<file path="src/rtl/memory_arbiter_pkg.sv">
// memory_arbiter_pkg: shared FSM states, command encodings and round-robin search helper.
package memory_arbiter_pkg;

    typedef enum logic [1:0] {IDLE, ISSUE, WAIT} state_t;

    localparam logic MEMORY_READ  = 1'b0;
    localparam logic MEMORY_WRITE = 1'b1;

    // First asserted channel at or above pointer, wrapping modulo channels (up to 8).
    function automatic logic [2:0] next_channel(input logic [2:0] pointer, input logic [7:0] enable, input int channels);
        logic [2:0] pick;
        logic found;
        int idx;
        pick = pointer;
        found = 1'b0;
        for (int i = 0; i < 8; i++) begin
            idx = (int'(pointer) + i) % channels;
            if (!found && i < channels && enable[idx[2:0]]) begin
                pick = idx[2:0];
                found = 1'b1;
            end
        end
        return pick;
    endfunction

endpackage

</file>
<file path="src/rtl/memory_arbiter_round_robin_select.sv">
// round_robin_select: combinational grant index and any-request flag from the enable vector and pointer.
module round_robin_select
    import memory_arbiter_pkg::*;
#(
    parameter int CHANNELS = 2,
    parameter int IW = 1
) (
    input  logic [CHANNELS-1:0] enable,
    input  logic [IW-1:0]       pointer,
    output logic [IW-1:0]       grant,
    output logic                any
);

    always_comb begin
        grant = IW'(next_channel(3'(pointer), 8'(enable), CHANNELS));
        any = |enable;
    end

endmodule

</file>
<file path="src/rtl/memory_arbiter.sv">
// memory_arbiter: round-robin N-master arbiter onto one memory port, one transaction in flight.
// Optional WAIT-state timeout with req_error output is enabled by MEMORY_ARBITER_TIMEOUT_EN.
module memory_arbiter
    import memory_arbiter_pkg::*;
#(
    parameter int CHANNELS = 2,
    parameter int TIMEOUT_CYCLES = 1024
) (
    input  logic                     clk,
    input  logic                     reset,
    input  logic [CHANNELS-1:0]      req_enable,
    input  logic [CHANNELS-1:0]      req_command,
    input  logic [32*CHANNELS-1:0]   req_read_address,
    input  logic [32*CHANNELS-1:0]   req_write_address,
    input  logic [32*CHANNELS-1:0]   req_write_data,
    input  logic [32*CHANNELS-1:0]   req_write_mask,
    output logic [CHANNELS-1:0]      req_ready,
    output logic [CHANNELS-1:0]      req_valid,
    output logic [31:0]              req_read_data,
    input  logic                     memory_ready,
    input  logic                     memory_valid,
    input  logic [31:0]              read_memory_data,
    output logic [31:0]              read_memory_address,
    output logic [31:0]              write_memory_address,
    output logic [31:0]              write_memory_data,
    output logic [31:0]              write_memory_mask,
    output logic                     memory_command,
    output logic                     memory_enable
`ifdef MEMORY_ARBITER_TIMEOUT_EN
    ,
    output logic                     req_error
`endif
);

    localparam int IW = CHANNELS > 1 ? $clog2(CHANNELS) : 1;

    state_t state, state_next;
    logic [IW-1:0] pointer, pointer_next, grant, sel;
    logic any, complete, timeout, command;
    logic [31:0] read_address, write_address, write_data, write_mask, read_data;
    logic [CHANNELS-1:0] onehot, valid;

    round_robin_select #(.CHANNELS(CHANNELS), .IW(IW)) u_select (
        .enable (req_enable),
        .pointer(pointer),
        .grant  (sel),
        .any    (any)
    );

`ifdef MEMORY_ARBITER_TIMEOUT_EN
    localparam int TW = $clog2(TIMEOUT_CYCLES + 1);
    logic [TW-1:0] count;
    logic error;
    always_ff @(posedge clk) begin
        if (reset) begin
            count <= '0;
            error <= 1'b0;
        end else begin
            count <= (state == WAIT) ? count + TW'(1) : '0;
            error <= timeout;
        end
    end
    assign timeout = state == WAIT && !memory_valid && count == TW'(TIMEOUT_CYCLES - 1);
    assign req_error = error;
`else
    assign timeout = 1'b0;
`endif

    always_comb begin
        state_next = state;
        complete = 1'b0;
        case (state)
            IDLE: state_next = any ? ISSUE : IDLE;
            ISSUE: begin
                complete = memory_ready && memory_valid;
                state_next = memory_ready ? (memory_valid ? IDLE : WAIT) : ISSUE;
            end
            WAIT: begin
                complete = memory_valid;
                state_next = (memory_valid || timeout) ? IDLE : WAIT;
            end
            default: state_next = IDLE;
        endcase
    end

    assign onehot = CHANNELS'(1) << grant;
    assign pointer_next = (int'(grant) == CHANNELS - 1) ? '0 : grant + IW'(1);
    assign memory_enable = state == ISSUE;
    assign req_ready = (state == ISSUE && memory_ready) ? onehot : '0;
    assign req_valid = valid;
    assign req_read_data = read_data;
    assign memory_command = command == MEMORY_WRITE;
    assign read_memory_address = read_address;
    assign write_memory_address = write_address;
    assign write_memory_data = write_data;
    assign write_memory_mask = write_mask;

    always_ff @(posedge clk) begin
        if (reset) begin
            state <= IDLE;
            pointer <= '0;
            grant <= '0;
            command <= MEMORY_READ;
            read_address <= '0;
            write_address <= '0;
            write_data <= '0;
            write_mask <= '0;
            valid <= '0;
            read_data <= '0;
        end else begin
            state <= state_next;
            valid <= (complete || timeout) ? onehot : '0;
            if (state == IDLE && any) begin
                grant <= sel;
                command <= req_command[sel];
                read_address <= req_read_address[32*int'(sel) +: 32];
                write_address <= req_write_address[32*int'(sel) +: 32];
                write_data <= req_write_data[32*int'(sel) +: 32];
                write_mask <= req_write_mask[32*int'(sel) +: 32];
            end
            // Timeout completions report zero data rather than whatever is on the bus.
            if (complete || timeout) begin
                pointer <= pointer_next;
                read_data <= complete ? read_memory_data : '0;
            end
        end
    end

endmodule

</file>
<file path="config.mk">
export PLATFORM = sky130hd
export DESIGN_NAME = memory_arbiter
export DESIGN_NICKNAME = d
export VERILOG_FILES = /design/src/rtl/memory_arbiter_pkg.sv /design/src/rtl/memory_arbiter_round_robin_select.sv /design/src/rtl/memory_arbiter.sv
export SDC_FILE = /design/constraint.sdc
export NUM_CORES = 1
export LEC_CHECK = 0
export ABC_CLOCK_PERIOD_IN_PS = 3700
export CAP_MARGIN = 30
export CELL_PAD_IN_SITES_DETAIL_PLACEMENT = 0
export CELL_PAD_IN_SITES_GLOBAL_PLACEMENT = 2
export CORE_AREA = 3 3 190 192
export DETAILED_ROUTE_END_ITERATION = 7
export DIE_AREA = 0 0 193 195
export GPL_TIMING_DRIVEN = 1
export PLACE_DENSITY = 0.86
export SETUP_SLACK_MARGIN = 0.4
export SYNTH_ARGS = -nofsm -noshare
export SYNTH_HDL_FRONTEND = slang
export SYNTH_HIERARCHICAL = 1
export SYNTH_SLANG_ARGS = --single-unit
</file>
<file path="constraint.sdc">
create_clock -name clk -period 3.7 [get_ports clk]
set_clock_uncertainty 0.15 [all_clocks]
set_input_delay 0.74 -clock clk [delete_from_list [all_inputs] [get_ports clk]]
set_output_delay 0.74 -clock clk [all_outputs]
set_load 0.05 [all_outputs]
</file>
# [Word-level counts from Yosys, hierarchy flattened]
# Index checks and enable logic that the tools add are counted.
[word_totals] register_bits=167 latchBits=0 mem_bits_rw=0 rom_bits=0 inputBits=296 output_inout_bits=166 wordCells=47 memories=0
[classes] n_addsub=2 n_mul=0 div_mod_pow=0 n_lt_le_gt_ge=3 n_eq_ne=2 n_shift=5 n_mux=15 bitwise=2 reduce_logical=8
[ops] op="$shiftx A64 B7 Y32" count=4
[ops] op="$mux W1" count=9
[ops] op="$mux W2" count=3
[ops] op="$pmux W2 S3" count=1
[ops] op="$logic_and A1 B1 Y1" count=4
[ops] op="$lt A1 B4 Y1 const B" count=1
[ops] op="$lt A3 B4 Y1 const B" count=1
[ops] op="$reduce_or A2 Y1" count=2
[ops] op="$add A1 B1 Y1 const B" count=2
[ops] op="$bmux W1 S2" count=1
[ops] op="$eq A2 B1 Y1 const B" count=1
[ops] op="$eq A2 B2 Y1 const B" count=1
[ops] op="$logic_not A2 Y1" count=1
[ops] op="$lt A1 B2 Y1 const B" count=1
[ops] op="$pmux W1 S2" count=1
[ops] op="$shl A1 B1 Y2 const A" count=1
[ops] op="$and A1 B1 Y1 const A" count=1
[ops] op="$logic_not A1 Y1" count=1
[ops] op="$not A1 Y1" count=1

# [Longest topological paths before layout]
# Gate-level depths: netlist (run 1).
[logic_depth] word_depth=8 mapped_depth=8 depth_no_buf=5

# [Hierarchy]
# Netlist (run 1), hierarchy kept.
[modules_own_cells] module="memory_arbiter" instances=1 cells_per_inst=743 area_per_inst_um2=7521.0 seq_area_each_um2=3343.2
[modules_own_cells] module="round_robin_select" instances=1 cells_per_inst=4 area_per_inst_um2=18.8 seq_area_each_um2=0.0

# [Least setup slack after synthesis (run 1)]
# OpenSTA, ideal clock, no wires.
[synth_timing] path_kind="input port to output port" from="input memory_ready" to="output req_ready[0]" arrival_time_ns=1.421 required_ns=2.810 slack_ns=1.389 stages=2 n_path_buf=0 path_cell_list="nand2_1 > nor2_1"
[synth_between] elab_chain_len=2
[synth_lines] element="start: declaration" line_no="memory_arbiter.sv:20" rtl="input logic memory_ready,"
[synth_lines] element="$logic_and A1 B1 Y1" line_no="memory_arbiter.sv:89" rtl="assign req_ready = (state == ISSUE && memory_ready) ? onehot : '0;"
[synth_lines] element="$mux W2" line_no="memory_arbiter.sv:89"
[synth_lines] element="end: declaration" line_no="memory_arbiter.sv:17" rtl="output logic [CHANNELS-1:0] req_ready,"
# Every way passes these cells.

# [Worst setup path after layout (run 1)]
[layout_timing] from="input memory_ready" to="output req_ready[1]"
# Same word-level chain as after synthesis.

==> metrics.yaml, run 1 <==
run_status:
  status: "completed"
grt:
  grt_pass1_wl_um: 39700
  track_usage_pct: 13.7
  first_global_vias: 6875
  grt_max_degree: 101
  gr-total-overflow: 0
  antenna_found_initial: 0
synthesis:
  yosysUniqueCellTypes: 25
  synth_flop_cell: "dfxtp_1"
  synth-seq-area-share_pct: 44.3
  synth_top_area_share_pct: 44.3
  syn-num-nets: 1048
  ys_ff_latch: 167
  syn_area_sq_um: 7540
  synth_largest_area_cell: "dfxtp_1"
  syn_avg_cell_area_sq_um: 10.1
  synth_cells: 747
  synthTopCellsByArea: "dfxtp_1, mux2i_1, a211oi_1"
  yosys_warnings: 6
  ys_async_sr_fraction_pct: 0
  synth_edf_count: 0
final_layout:
  final_common_cell: "clkdlybuf4s50_1"
  area_delta_synth_final_pct: 72.2
  n_antenna_cell: 0
  layout.nets: 1468
  final_cell_mix: "clkdlybuf4s50_1, dfxtp_1, mux2i_1"
  layout-drive-gt1-share_pct: 3.73
  postLayoutCellArea_sq_um: 13000
placed_design:
  io_buffers: 461
  place_ws_ns: 0.453
  globalplace.congestion: 0.701
  hpwlAfterDp_um: 20100
  dpl_cell_area_sq_um: 12300
critical_path:
  critPathTopFamily: "buffers and inverters"
  slowest_stage: "clkdlybuf4s50_1"
  r2r_start: "state[0]"
  reg2reg_slack_ns: 1.67
  critPathLaunchType: "input port"
  cp.depth: 3
  critPathLaunch: "memory_ready"
  worst-r2r-cell-count: 6
  crit_fanout: 4
  worst_path_largest_cell_delay_ns: 0.81
  required_ns: 2.81
  cp.buffers_inverters: 2
  crit_end: "req_ready[1]"
  crit_arrival_ns: 2.33
  path_common_cell: "clkdlybuf4s50_1"
  crit_type: "input port to primary output"
  end_kind: "primary output"
  worstPathCellList: "clkdlybuf4s50_1 > and3_1 > clkdlybuf4s50_1"
  r2r-end: "req_read_data[5]"
worst_hold_path:
  hp-class: "flop to flop"
timing:
  maxSlewViolCount: 0
  rsz0062_at_grt: "false"
  finalSetupViolations: 0
  slew_headroom_pct: 56.0
  layout_setup_ws_ns: 0.476
  worst_pin_slew_ns: 0.659
  post-route-period-util_pct: 87.1
  hold_viol_final: 0
  period_needed_ns: 3.22
  hold_slack_ns: 0.325
  setup-tns-final_ns: 0
  fmax_ghz: 0.310
power_and_ir_drop:
  p_switching_uw: 1920
  swShare_pct: 32.9
  p_int_uw: 3920
  vdd_ir_drop_max_v: 0.000315
  p_comb_share_pct: 31.8
  pwr-share-clk_pct: 33.0
  p_per_area_nw_per_um2: 450
  power_frac_seq_pct: 35.2
  p_leak_uw: 0.00473
drt:
  dr.pass1.iters: 4
  dr_total_vias: 6872
  ant_nets: 0
  viasPerCell: 4.20
  wirelength_um: 26700
  routedWlPerCell_um: 16.3
  drc_errors: 0
  drt-initial-drc-count: 179
floorplan:
  die_y_um: 195
  start_util_pct: 21.8
  die_w_um: 193
  fp-row-count: 68
  ios: 462
  core-area_sq_um: 34500
  die-area_sq_um: 37600
clock_network:
  cts-root-buf: "clkbuf_16"
  cts_hold_buf: 0
  clock_latency_ns: 0.44
  cts_tree: "done"
  cts_max_path_buffers: 2
  clock-sinks: 167
  path_clk_slew_ns: 0.07
  htree_levels: 4
  numCtsBuffers: 17
run:
  maxCapViolCount: 0
-- through the flow --
step                      total power [uW]  std cells  utilization, %
after global routing                  6130       1635            37.6
final                                 5840       1635            37.6
after global placement                3960       1603            35.7
after CTS                             5950       1635            37.6
after detailed placement              3970       1603            35.7
after floorplan                       3220        747               -
-- logic make-up (layout without fill, tap and decap cells) --
kind of cell               after synthesis  count (layout)  share of synthesized area [%]
AOI/OAI and AO/OA                      133             133                           13.2
buffers and inverters                   72             505                           7.27
DFF                                    167             167                           44.3
and+or+nand+nor                        208             208                           12.9
muxes                                  162             162                           21.5
adders and majority gates                5               5                          0.830
-- Yosys cell counts (all sizes together) (2+ instances only) --
| cell | n |
|---|---|
| a211oi | 129 |
| inv | 3 |
| ha | 5 |
| nor4 | 2 |
| dfxtp | 167 |
| buf | 55 |
| mux2i | 162 |
| nand2 | 3 |
| nand2b | 65 |
| nor2 | 133 |
| a21oi | 2 |
| clkbuf | 14 |
-- registers in the layout (all words and copies together), names as in the netlist --
register	flops
pointer	1
memory_command	1
read_memory_address	32
grant	1
req_valid	2
write_memory_data	32
req_read_data	32
write_memory_address	32
write_memory_mask	32
state	2
-- power by group through the flow --
| stage | registers, uW | logic [uW] | clock network, uW |
|---|---|---|---|
| floorplan | 2690 | 536 | 0 |
| global placement | 2090 | 1870 | 0 |
| detailed placement | 2100 | 1870 | 0 |
| CTS | 2060 | 1880 | 2010 |
| global route | 2080 | 1970 | 2080 |
| finish | 2060 | 1860 | 1930 |
-- layout make-up --
| type | count | area, sq um |
|---|---|---|
| clock buffer | 21 | 460 |
| clock inverter | 11 | 173 |
| fill | 3536 | 21600 |
| inverter | 3 | 11.3 |
| multi-input combinational | 508 | 3660 |
| sequential | 167 | 3340 |
| tap | 455 | 569 |
| timing repair buffer | 470 | 4760 |
-- worst min path at each step --
stage	from	endpoint	cells past startpoint	slack, ns
finish	req_read_data[31]	req_read_data[31]	2	0.33
global route	req_read_data[22]	req_read_data[22]	2	0.35
CTS	req_read_data[12]	req_read_data[12]	2	0.33
floorplan	pointer	pointer	2	0.31
detailed placement	req_read_data[2]	req_read_data[2]	2	0.31
global placement	req_read_data[6]	req_read_data[6]	2	0.31
-- per-layer routing --
layer / GRT usage [%] / share of wire [%] / vias to the layer above
li1: - / - / 3498
met1: 15.6 / 39 / 3105
met3: 5.78 / 10 / 17
met5: 0 / 0 / -
met2: 23.4 / 50 / 252
met4: 3.78 / 1.2 / 0
-- tightest hold or removal path: stages (launching register included) --
cell and delay [ns]:
dfxtp_1 0.32, nand2b_1 0.06, mux2i_1 0.05
-- what timing repair did --
action | in CTS | in global routing
setup buffers | 0 | 0
gates resized for setup | 0 | 1
endpoints found under the setup margin | 0 | 1
endpoints found under the hold margin | 0 | 0
Note: power is estimated with default switching activity, not from simulation.
==> run 2: changes to the inputs <==
--- a/config.mk
+++ b/config.mk
@@ -5,15 +5,15 @@
 export SDC_FILE = /design/constraint.sdc
 export NUM_CORES = 1
 export LEC_CHECK = 0
-export ABC_CLOCK_PERIOD_IN_PS = 3700
+export ABC_CLOCK_PERIOD_IN_PS = 3050
 export CAP_MARGIN = 30
 export CELL_PAD_IN_SITES_DETAIL_PLACEMENT = 0
 export CELL_PAD_IN_SITES_GLOBAL_PLACEMENT = 2
-export CORE_AREA = 3 3 190 192
+export CORE_AREA = 3 3 194 196
 export DETAILED_ROUTE_END_ITERATION = 7
-export DIE_AREA = 0 0 193 195
+export DIE_AREA = 0 0 197 199
 export GPL_TIMING_DRIVEN = 1
-export PLACE_DENSITY = 0.86
+export PLACE_DENSITY = 0.83
 export SETUP_SLACK_MARGIN = 0.4
 export SYNTH_ARGS = -nofsm -noshare
 export SYNTH_HDL_FRONTEND = slang
==> constraint.sdc (replaced) <==
create_clock -name clk -period 3.05 [get_ports clk]
set_clock_uncertainty 0.15 [all_clocks]
set_input_delay 0.61 -clock clk [delete_from_list [all_inputs] [get_ports clk]]
set_output_delay 0.61 -clock clk [all_outputs]
set_load 0.05 [all_outputs]
==> run 2 against run 1 <==
Count of clock-buffer cells in the layout shrank 1. Non-clock buffer count increased by 21. Die area increased by 4.2%. Highest routed layer unchanged. Largest power group unchanged. Clock power rose by 27%. First-iteration DRC count grew 1.1%. Largest cell class unchanged. Sequential share of layout area down 0.48 points. Critical endpoint is now memory_enable. Power up 24%.
==> metrics.yaml, run 2 (synthesis results as in run 1) <==
timing:
  hold_viol_final: 0  # unchanged
  finalSetupViolations: 0  # unchanged
  fmax_ghz: 0.411
  setup-tns-final_ns: 0  # unchanged
  rsz0062_at_grt: "false"
  hold_slack_ns: 0.325  # +0.000138 ns
  post-route-period-util_pct: 79.7
  slew_headroom_pct: 58.5  # +2.5 points
  period_needed_ns: 2.43
  worst_pin_slew_ns: 0.620  # -0.0389 ns
  maxSlewViolCount: 0  # unchanged
grt:
  first_global_vias: 6984  # +1.6%
  track_usage_pct: 13.3  # -0.36 points
  grt_max_degree: 92  # -8.9%
  antenna_found_initial: 0  # unchanged
  grt_pass1_wl_um: 40700  # +2.4%
  gr-total-overflow: 0  # unchanged
drt:
  routedWlPerCell_um: 16.4  # +0.50%
  drt-initial-drc-count: 181  # +1.1%
  dr.pass1.iters: 4  # unchanged
  viasPerCell: 4.18  # -0.57%
  ant_nets: 0  # unchanged
  drc_errors: 0  # unchanged
  wirelength_um: 27400  # +2.6%
  dr_total_vias: 6975  # +1.5%
final_layout:
  seqCellArea_sq_um: 3340  # unchanged
  final_common_cell: "clkdlybuf4s50_1"
  layout-drive-gt1-share_pct: 5.58  # +1.8 points
  postLayoutCellArea_sq_um: 13200  # +1.9%
  final_cells: 1669  # +2.1%
  multi_input_area_sq_um: 3660  # unchanged
  layout.nets: 1489  # +1.4%
  n_antenna_cell: 0  # unchanged
  final_cell_mix: "clkdlybuf4s50_1, dfxtp_1, mux2i_1"
  area_delta_synth_final_pct: 75.4
  fill_cells: 3705  # +4.8%
power_and_ir_drop:
  power_uw: 7270  # +24%
  p_switching_uw: 2390  # +24%
  power_frac_seq_pct: 34.4  # -0.8 points
  p_int_uw: 4880  # +24%
  swShare_pct: 32.9  # about the same
  p_per_area_nw_per_um2: 550  # +22%
  pwr-share-clk_pct: 33.9  # +0.9 points
  vdd_ir_drop_max_v: 0.000375  # +19%
  p_comb_share_pct: 31.8  # about the same
  p_leak_uw: 0.00486  # +2.6%
critical_path:
  critPathLaunchType: "flop"
  crit_arrival_ns: 1.67  # -0.66 ns
  end_kind: "primary output"
  worst-r2r-cell-count: 7  # +1
  required_ns: 2.29  # -0.52 ns
  crit_fanout: 3  # -1
  r2r_start: "state[0]"
  reg2reg_slack_ns: 1.23  # -0.44 ns
  crit_type: "flop to primary output"
  r2r-end: "write_memory_data[4]"
floorplan:
  core-area_sq_um: 36300  # +5.0%
  ios: 462  # unchanged
  die_y_um: 199  # +2.1%
  fp-row-count: 70  # +2.9%
  start_util_pct: 20.8  # -1.0 points
  die-area_sq_um: 39200  # +4.2%
  die_w_um: 197  # +2.1%
clock_network:
  cts-root-buf: "clkbuf_16"
  cts_tree: "done"
  path_clk_slew_ns: 0.07  # about the same
  numCtsBuffers: 17  # unchanged
  htree_levels: 4  # unchanged
  clock-sinks: 167  # unchanged
  clock_latency_ns: 0.44  # about the same
  cts_max_path_buffers: 2  # unchanged
worst_hold_path:
  min_path_cells: 2  # unchanged
  min_from: "req_read_data[24]"
  hp-class: "flop to flop"
  whs_endpoint: "req_read_data[24]"
placed_design:
  io_buffers: 461  # unchanged
  dpl_cell_area_sq_um: 12600  # +1.8%
  dp.cells: 1637  # +2.1%
  hpwlAfterDp_um: 20900  # +4.1%
  globalplace.congestion: 0.733  # +4.5%
run_status:
  status: "completed"
run:
  maxCapViolCount: 0  # unchanged
==> run 2: how the worst max path moves through the flow <==
stage	startpoint	to	cells past startpoint
after floorplan	memory_ready	req_ready[0]	2
after global placement	req_enable[1]	write_memory_mask[5]	7
after detailed placement	req_enable[1]	write_memory_data[4]	7
after CTS	state[1]	memory_enable	3
after global routing	state[1]	memory_enable	3
final	state[1]	memory_enable	3
==> run 2: final cells by class <==
class,instances,share of cell area [%]
Tap cell,468,4.43
Sequential cell,167,25.3
Multi-Input combinational cell,508,27.7
Timing Repair Buffer,491,37.5
Inverter,3,0.0852
Clock inverter,12,1.63
Clock buffer,20,3.38
==> run 2: routing by layer <==
layer,global-route usage (%),wire length (um)
met4,3.33,378
met2,22.3,13100
met5,0,0
met3,5.95,2490
met1,15.7,11300
==> run 2: power by group through the flow <==
stage	logic [uW]	clock network, uW	registers, uW
6_report	2310	2460	2500
5_1_grt	2450	2660	2530
4_1_cts	2340	2570	2500
3_5_place_dp	2330	0	2550
3_3_place_gp	2320	0	2540
2_1_floorplan	650	0	3260
==> run 2: what timing repair did <==
| item | in CTS | in global routing |
|---|---|---|
| setup endpoints to repair | 1 | 0 |
| hold buffers | 0 | 0 |
| resized for setup | 1 | 0 |
| buffers inserted | 0 | 0 |
==> run 2: stage by stage <==
| stage | setup slack, ns | utilization [%] |
|---|---|---|
| global route | 0.486 | 36.5 |
| detailed placement | 0.447 | 34.6 |
| floorplan | 0.999 | - |
| global placement | 0.510 | 34.6 |
| CTS | 0.533 | 36.5 |
| finish | 0.619 | 36.5 |
==> run 2: critical path, stage by stage (launching register included) <==
cell,delay [ns]
dfxtp_1,0.33
inv_1,0.09
ha_1,0.23
dlygate4sd2_1,0.58
